## config.mk

```make
export PLATFORM = sky130hd
export DESIGN_NAME = dino_game_ctrl
export DESIGN_NICKNAME = d
export VERILOG_FILES = /design/src/rtl/dino_game_ctrl.sv
export SDC_FILE = /design/constraint.sdc
export NUM_CORES = 1
export LEC_CHECK = 0
export ABC_CLOCK_PERIOD_IN_PS = 5900
export CORE_MARGIN = 2
export CORE_UTILIZATION = 59
export CTS_CLUSTER_DIAMETER = 60
export DETAILED_ROUTE_END_ITERATION = 10
export HOLD_SLACK_MARGIN = 0.12
export PLACE_DENSITY_LB_ADDON = 0.05
export SLEW_MARGIN = 20
export SYNTH_ARGS = -nofsm -noshare
export SYNTH_HDL_FRONTEND = slang
export SYNTH_SLANG_ARGS = --single-unit
export TNS_END_PERCENT = 30
```

## constraint.sdc

```tcl
create_clock -name MAX10_CLK1_50 -period 5.9 [get_ports MAX10_CLK1_50]
set_input_delay 1.18 -clock MAX10_CLK1_50 [delete_from_list [all_inputs] [get_ports MAX10_CLK1_50]]
set_output_delay 1.18 -clock MAX10_CLK1_50 [all_outputs]
set_load 0.01 [all_outputs]
```

## src/rtl/dino_game_ctrl.sv

```systemverilog
// Dino matrix game sequencer: game FSM, frame-tick divider, rock scroll timing,
// jump profile, score keeping and display blanking.
module dino_game_ctrl #(
  parameter int unsigned TICK_DIV      = 2500000,
  parameter int unsigned SCROLL_FRAMES = 4,
  parameter int unsigned JUMP_FRAMES   = 6,
  parameter int unsigned HIT_FRAMES    = 8,
  parameter int unsigned SPEEDUP_SCORE = 16
) (
  input  logic       MAX10_CLK1_50,
  input  logic       rst,
  input  logic       start_btn,
  input  logic       jump_btn,
  input  logic       collision,
  output logic       det_clear,
  output logic       frame_tick,
  output logic       scroll_en,
  output logic       jump_active,
  output logic [1:0] dino_height,
  output logic [9:0] score,
  output logic       display_blank,
  output logic       game_over,
  output logic [1:0] state
);

  localparam int unsigned DIV_W = $clog2(TICK_DIV);
  localparam int unsigned SCR_W = $clog2(SCROLL_FRAMES + 1);
  localparam int unsigned JMP_W = $clog2(JUMP_FRAMES + 1);
  localparam int unsigned HIT_W = $clog2(HIT_FRAMES + 2);
  localparam int unsigned SPD_W = $clog2(SPEEDUP_SCORE + 1);

  localparam logic [DIV_W-1:0] DIV_LAST  = DIV_W'(TICK_DIV - 1);
  localparam logic [DIV_W-1:0] DIV_ONE   = DIV_W'(1);
  localparam logic [SCR_W-1:0] PER_INIT  = SCR_W'(SCROLL_FRAMES);
  localparam logic [SCR_W-1:0] SCR_ONE   = SCR_W'(1);
  localparam logic [JMP_W-1:0] JMP_INIT  = JMP_W'(JUMP_FRAMES);
  localparam logic [JMP_W-1:0] JMP_ONE   = JMP_W'(1);
  localparam logic [HIT_W-1:0] HIT_LAST  = HIT_W'(HIT_FRAMES);
  localparam logic [HIT_W-1:0] HIT_ONE   = HIT_W'(1);
  localparam logic [SPD_W-1:0] SPD_LAST  = SPD_W'(SPEEDUP_SCORE - 1);
  localparam logic [SPD_W-1:0] SPD_ONE   = SPD_W'(1);
  localparam logic [9:0]       SCORE_MAX = 10'd999;

  typedef enum logic [1:0] {
    IDLE = 2'd0,
    RUN  = 2'd1,
    HIT  = 2'd2,
    OVER = 2'd3
  } state_t;

  state_t           cur, nxt;
  logic [DIV_W-1:0] div_q;
  logic [SCR_W-1:0] scnt, scnt_n, per, per_n;
  logic [SPD_W-1:0] spd, spd_n;
  logic [JMP_W-1:0] jcnt, jcnt_n;
  logic [HIT_W-1:0] hcnt, hcnt_n;
  logic             det_n, scroll_n, jact_n, blank_n, over_n;
  logic [1:0]       hgt_n;
  logic [9:0]       score_n;

  assign state = cur;

  always_ff @(posedge MAX10_CLK1_50) begin
    if (rst) begin
      cur           <= IDLE;
      div_q         <= '0;
      frame_tick    <= 1'b0;
      scnt          <= '0;
      per           <= '0;
      spd           <= '0;
      jcnt          <= '0;
      hcnt          <= '0;
      det_clear     <= 1'b0;
      scroll_en     <= 1'b0;
      jump_active   <= 1'b0;
      dino_height   <= '0;
      score         <= '0;
      display_blank <= 1'b0;
      game_over     <= 1'b0;
    end else begin
      cur           <= nxt;
      div_q         <= (div_q == DIV_LAST) ? '0 : div_q + DIV_ONE;
      frame_tick    <= (div_q == DIV_LAST);
      scnt          <= scnt_n;
      per           <= per_n;
      spd           <= spd_n;
      jcnt          <= jcnt_n;
      hcnt          <= hcnt_n;
      det_clear     <= det_n;
      scroll_en     <= scroll_n;
      jump_active   <= jact_n;
      dino_height   <= hgt_n;
      score         <= score_n;
      display_blank <= blank_n;
      game_over     <= over_n;
    end
  end

  always_comb begin
    nxt      = cur;
    det_n    = 1'b0;
    scroll_n = 1'b0;
    scnt_n   = scnt;
    per_n    = per;
    spd_n    = spd;
    jcnt_n   = jcnt;
    jact_n   = jump_active;
    hgt_n    = dino_height;
    score_n  = score;
    hcnt_n   = hcnt;
    blank_n  = display_blank;
    case (cur)
      IDLE, OVER: begin
        if (start_btn) begin
          nxt     = RUN;
          det_n   = 1'b1;
          scnt_n  = '0;
          per_n   = PER_INIT;
          spd_n   = '0;
          jcnt_n  = '0;
          jact_n  = 1'b0;
          hgt_n   = '0;
          score_n = '0;
          blank_n = 1'b0;
          hcnt_n  = '0;
        end
      end
      RUN: begin
        // Collision wins over a due scroll; the whole RUN update is skipped.
        if (collision && !det_clear) begin
          nxt     = HIT;
          hcnt_n  = '0;
          blank_n = 1'b0;
        end else begin
          if (frame_tick) begin
            if (scnt == per - SCR_ONE) begin
              scnt_n   = '0;
              scroll_n = 1'b1;
              // spd tracks points since the last speedup, replacing a modulo on score.
              if (score != SCORE_MAX) begin
                score_n = score + 10'd1;
                if (spd == SPD_LAST) begin
                  spd_n = '0;
                  if (per != SCR_ONE) per_n = per - SCR_ONE;
                end else begin
                  spd_n = spd + SPD_ONE;
                end
              end
            end else begin
              scnt_n = scnt + SCR_ONE;
            end
          end
          if (!jump_active) begin
            if (jump_btn) begin
              jact_n = 1'b1;
              jcnt_n = JMP_INIT;
            end
          end else if (frame_tick) begin
            jcnt_n = jcnt - JMP_ONE;
            jact_n = (jcnt_n != '0);
          end
          if (!jact_n)                                 hgt_n = 2'd0;
          else if (jcnt_n == JMP_INIT || jcnt_n == JMP_ONE) hgt_n = 2'd1;
          else                                         hgt_n = 2'd2;
        end
      end
      HIT: begin
        if (hcnt == HIT_LAST) begin
          nxt     = OVER;
          blank_n = 1'b1;
        end else if (frame_tick) begin
          hcnt_n  = hcnt + HIT_ONE;
          blank_n = !display_blank;
        end
      end
      default: nxt = IDLE;
    endcase
    over_n = (nxt == OVER);
  end

endmodule
```

==> results.json <==
{
  "status": "completed",
  "detailroute.via_count": 2495,
  "std_cell_rows": 25,
  "totalNegativeSetupSlack_ps": 0,
  "cts_bufs_inserted": 9,
  "min_period_over_period_pct": 52.53,
  "cts.root.buffer_cell": "sky130_fd_sc_hd__clkbuf_8",
  "post-place-cells": 430,
  "grt_pass1_wl_mm": 9.811,
  "syn-num-nets": 368,
  "sequential_cell_area_um2": 1201,
  "layout.cells.non_filler": 445,
  "avg_vias_per_cell": 5.607,
  "timing_hold_violations_final": 0,
  "postRouteAntennaNets": 0,
  "report.final.setup_viol": 0,
  "worst-setup-path-type": "in2reg",
  "data_required_time_at_the_worst_endpoint_ps": 6130,
  "groute.usage.overall_pct": 22.85,
  "synth_async_sr_flop_share_pct": 0,
  "vdd_drop_max_uv": 188.6,
  "floorplan.io_pins": 25,
  "worstSetupEndpointType": "flip-flop",
  "detail_route.wl_per_cell_um": 13.08,
  "ys_seq_elements": 60,
  "post-layout-total-power_mw": 0.9446,
  "number_of_antenna_violations_at_the_first_check_in_global_routing": 0,
  "post-place-ws_ps": 2462,
  "final_net_count": 392,
  "drc_errors": 0,
  "ys_dominant_reg_cell": "sky130_fd_sc_hd__dfxtp_1",
  "max_fo_critical_path": 26,
  "report.final.slew_viol_count": 0,
  "finalWeightedCongestion": 0.8337,
  "initial_utilization_pct": 61.93,
  "tightest_slew_ps": 869.2,
  "yosysSeqAreaShare_pct": 40.52,
  "hold_buffers": 0,
  "post-synth-top-area-cell": "sky130_fd_sc_hd__dfxtp_1",
  "max_freq_ghz": 0.3227,
  "powerDensity_nw_per_um2": 274.4,
  "worstPathArrival_ps": 3330,
  "die_footprint_um2": 5607,
  "die_w_um": 74.88,
  "detail_route.first_pass.iterations": 4,
  "drt_iter0_drc": 91,
  "period_minus_slack_ps": 3099,
  "postRouteWirelength_mm": 5.822,
  "layout_cell_area_excl_fill_um2": 3442,
  "combinational_family_with_the_most_area_after_synthesis": "simple AND/OR/NAND/NOR gates",
  "power.static_leakage_nw": 1.163,
  "syn-mean-instance-area_um2": 8.469,
  "clock_tree.buffer_depth": 2,
  "grt_max_degree": 30,
  "die_h_um": 74.88,
  "cell_count_after_synthesis": 350,
  "globalRoute.totalOverflow": 0,
  "clkLatencyLatePin_ps": 340,
  "hold_class": "reg2reg",
  "worst_setup_hold_path_clk_slew_ps": 60,
  "input_output_buffers": 24,
  "area_growth_pct": 16.12,
  "post_synth_instance_area_um2": 2964,
  "drive_gt1_share_pct": 5.291,
  "netlist-cell-type-count": 48,
  "synth.area.mux_share_pct": 1.435,
  "core_um2": 4786,
  "fin_hold_ws_ps": 455.8,
  "synth-compound-area-share_pct": 13.38,
  "post-dp-hpwl_mm": 4.001,
  "post_synth_and_or_nand_nor_area_fraction_pct": 27.18,
  "post_cts.resized_instances": 0,
  "worst_slack_ps": 2801,
  "clock_sink_count": 60,
  "synth_xor_xnor_area_share_pct": 8.189,
  "multi_input_area_um2": 1650,
  "synth_largest_type_area_fraction_pct": 40.52,
  "synth_adder_area_share_pct": 5.488,
  "cts_tree": "built",
  "postPlaceCellArea_um2": 3239,
  "ctsHtreeMaxLevel": 3,
  "finClkSkew_ps": 6.305,
  "timing.max_cap.violations": 0,
  "post_cts.repair.setup_buffers": 0,
  "maxSlewHeadroom_pct": 41.93,
  "unrepaired_setup_endpoints_after_global_routing": "no",
  "netlist_top_cells_area": "sky130_fd_sc_hd__dfxtp_1 41%, sky130_fd_sc_hd__nor2_1 6.2%, sky130_fd_sc_hd__ha_1 5.5%",
  "postLayoutCoreUtil_pct": 71.92,
  "synth_enable_flop_cells": 0,
  "first_global_vias": 2234,
  "setup.worst_path.start_class": "input pin",
  "fillers": 407,
  "yosys_warnings": 0,
  "antenna-diode-count": 0
}
-- final timing paths --
check                         startpoint                          end  slack, ps  cells past startpoint
min reg2reg  dino_height[0]$_SDFFE_PP0P_  dino_height[0]$_SDFFE_PP0P_        460                      2
min          dino_height[0]$_SDFFE_PP0P_  dino_height[0]$_SDFFE_PP0P_        460                      2
max                            collision        score[7]$_SDFFE_PP0P_       2800                      6
max reg2reg          div_q[0]$_SDFF_PP0_         div_q[14]$_SDFF_PP0_       3300                      6
-- cells in the final DEF, fill, tap and decap left out, types with 2 or more instances in the layout --
cell type                         netlist  layout
sky130_fd_sc_hd__and3_1                 3       3
sky130_fd_sc_hd__ha_1                  13      13
sky130_fd_sc_hd__xnor2_1               11      11
sky130_fd_sc_hd__nand4_1               12      12
sky130_fd_sc_hd__inv_1                 15      15
sky130_fd_sc_hd__clkbuf_8               0      12
sky130_fd_sc_hd__o21ai_0               16      16
sky130_fd_sc_hd__a22oi_1                4       4
sky130_fd_sc_hd__mux2_2                 2       2
sky130_fd_sc_hd__o211ai_1               3       3
sky130_fd_sc_hd__nor3b_1                4       4
sky130_fd_sc_hd__o21bai_1               2       2
sky130_fd_sc_hd__nor2b_1                4       4
sky130_fd_sc_hd__and2_1                 3       3
sky130_fd_sc_hd__a21oi_1               26      26
sky130_fd_sc_hd__nor3_1                 8       8
sky130_fd_sc_hd__nand3b_1               4       4
sky130_fd_sc_hd__mux2i_1                2       2
sky130_fd_sc_hd__dfxtp_1               60      60
sky130_fd_sc_hd__or4_1                  4       4
sky130_fd_sc_hd__nor2_1                49      49
sky130_fd_sc_hd__nor4_1                 5       5
sky130_fd_sc_hd__a21o_1                 3       3
sky130_fd_sc_hd__clkdlybuf4s50_1        0      24
sky130_fd_sc_hd__or3_1                  8       8
sky130_fd_sc_hd__clkbuf_1               7       2
sky130_fd_sc_hd__nand2b_1               4       4
sky130_fd_sc_hd__nand3_1               19      19
sky130_fd_sc_hd__nand2_1               23      23
sky130_fd_sc_hd__xor2_1                14      14
-- synthesized netlist by cell type (all sizes together) (3+ instances only) --
cell type	count
and2	3
nand3	19
dfxtp	60
nand4	13
xor2	14
clkbuf	7
a21oi	26
nor4	5
buf	5
or3	8
xnor2	11
nor3	8
a21o	3
or4	4
a22oi	4
and3	3
nor3b	4
nand2	23
o21ai	16
o211ai	3
inv	15
nor2b	4
nand3b	4
nand2b	4
nor2	49
ha	13
-- per-layer routing --
layer  vias up  GRT usage [%]  share of wire [%]
met2        41          37.43                 46
met5         -              0                  0
met4         0          11.71                2.1
met3        12          4.819                3.0
met1      1162          28.33                 48
li1       1280              -                  -
-- sequential cells by signal (all words and copies together) (netlist names) --
register / flops
score: 10
hcnt: 4
state: 2
dino_height: 2
scnt: 3
scroll_en: 1
det_clear: 1
per: 3
game_over: 1
div_q: 22
spd: 5
display_blank: 1
frame_tick: 1
jcnt: 3
jump_active: 1
-- power breakdown --
group / internal (mW) / total, mW / switching [mW]
Clock: 0.228 / 0.379 / 0.151
Combinational: 0.0530 / 0.139 / 0.0859
Sequential: 0.416 / 0.427 / 0.0107
Total: 0.697 / 0.945 / 0.248
-- worst max-delay path, stage by stage --
cell	delay, ps
sky130_fd_sc_hd__clkdlybuf4s50_1	390
sky130_fd_sc_hd__nor2b_1	190
sky130_fd_sc_hd__o21ai_0	460
sky130_fd_sc_hd__nand4_4	360
sky130_fd_sc_hd__nor4_1	380
sky130_fd_sc_hd__mux2_2	360
-- cell type report --
class | count | area share (%)
multi-input cells | 263 | 47.95
flip-flops and latches | 60 | 34.90
repair buffers | 25 | 7.197
clock buffers | 14 | 5.016
well taps | 67 | 2.435
inverters | 15 | 1.636
clock inverters | 1 | 0.8724
-- cell families after synthesis --
family	count (synthesis)
and+or+nand+nor	156
AOI/OAI and AO/OA	64
DFF	60
buffers and inverters	27
xor gates and xnor gates	26
adders and majority gates	13
muxes	4
(Power assumes the default switching activity.)
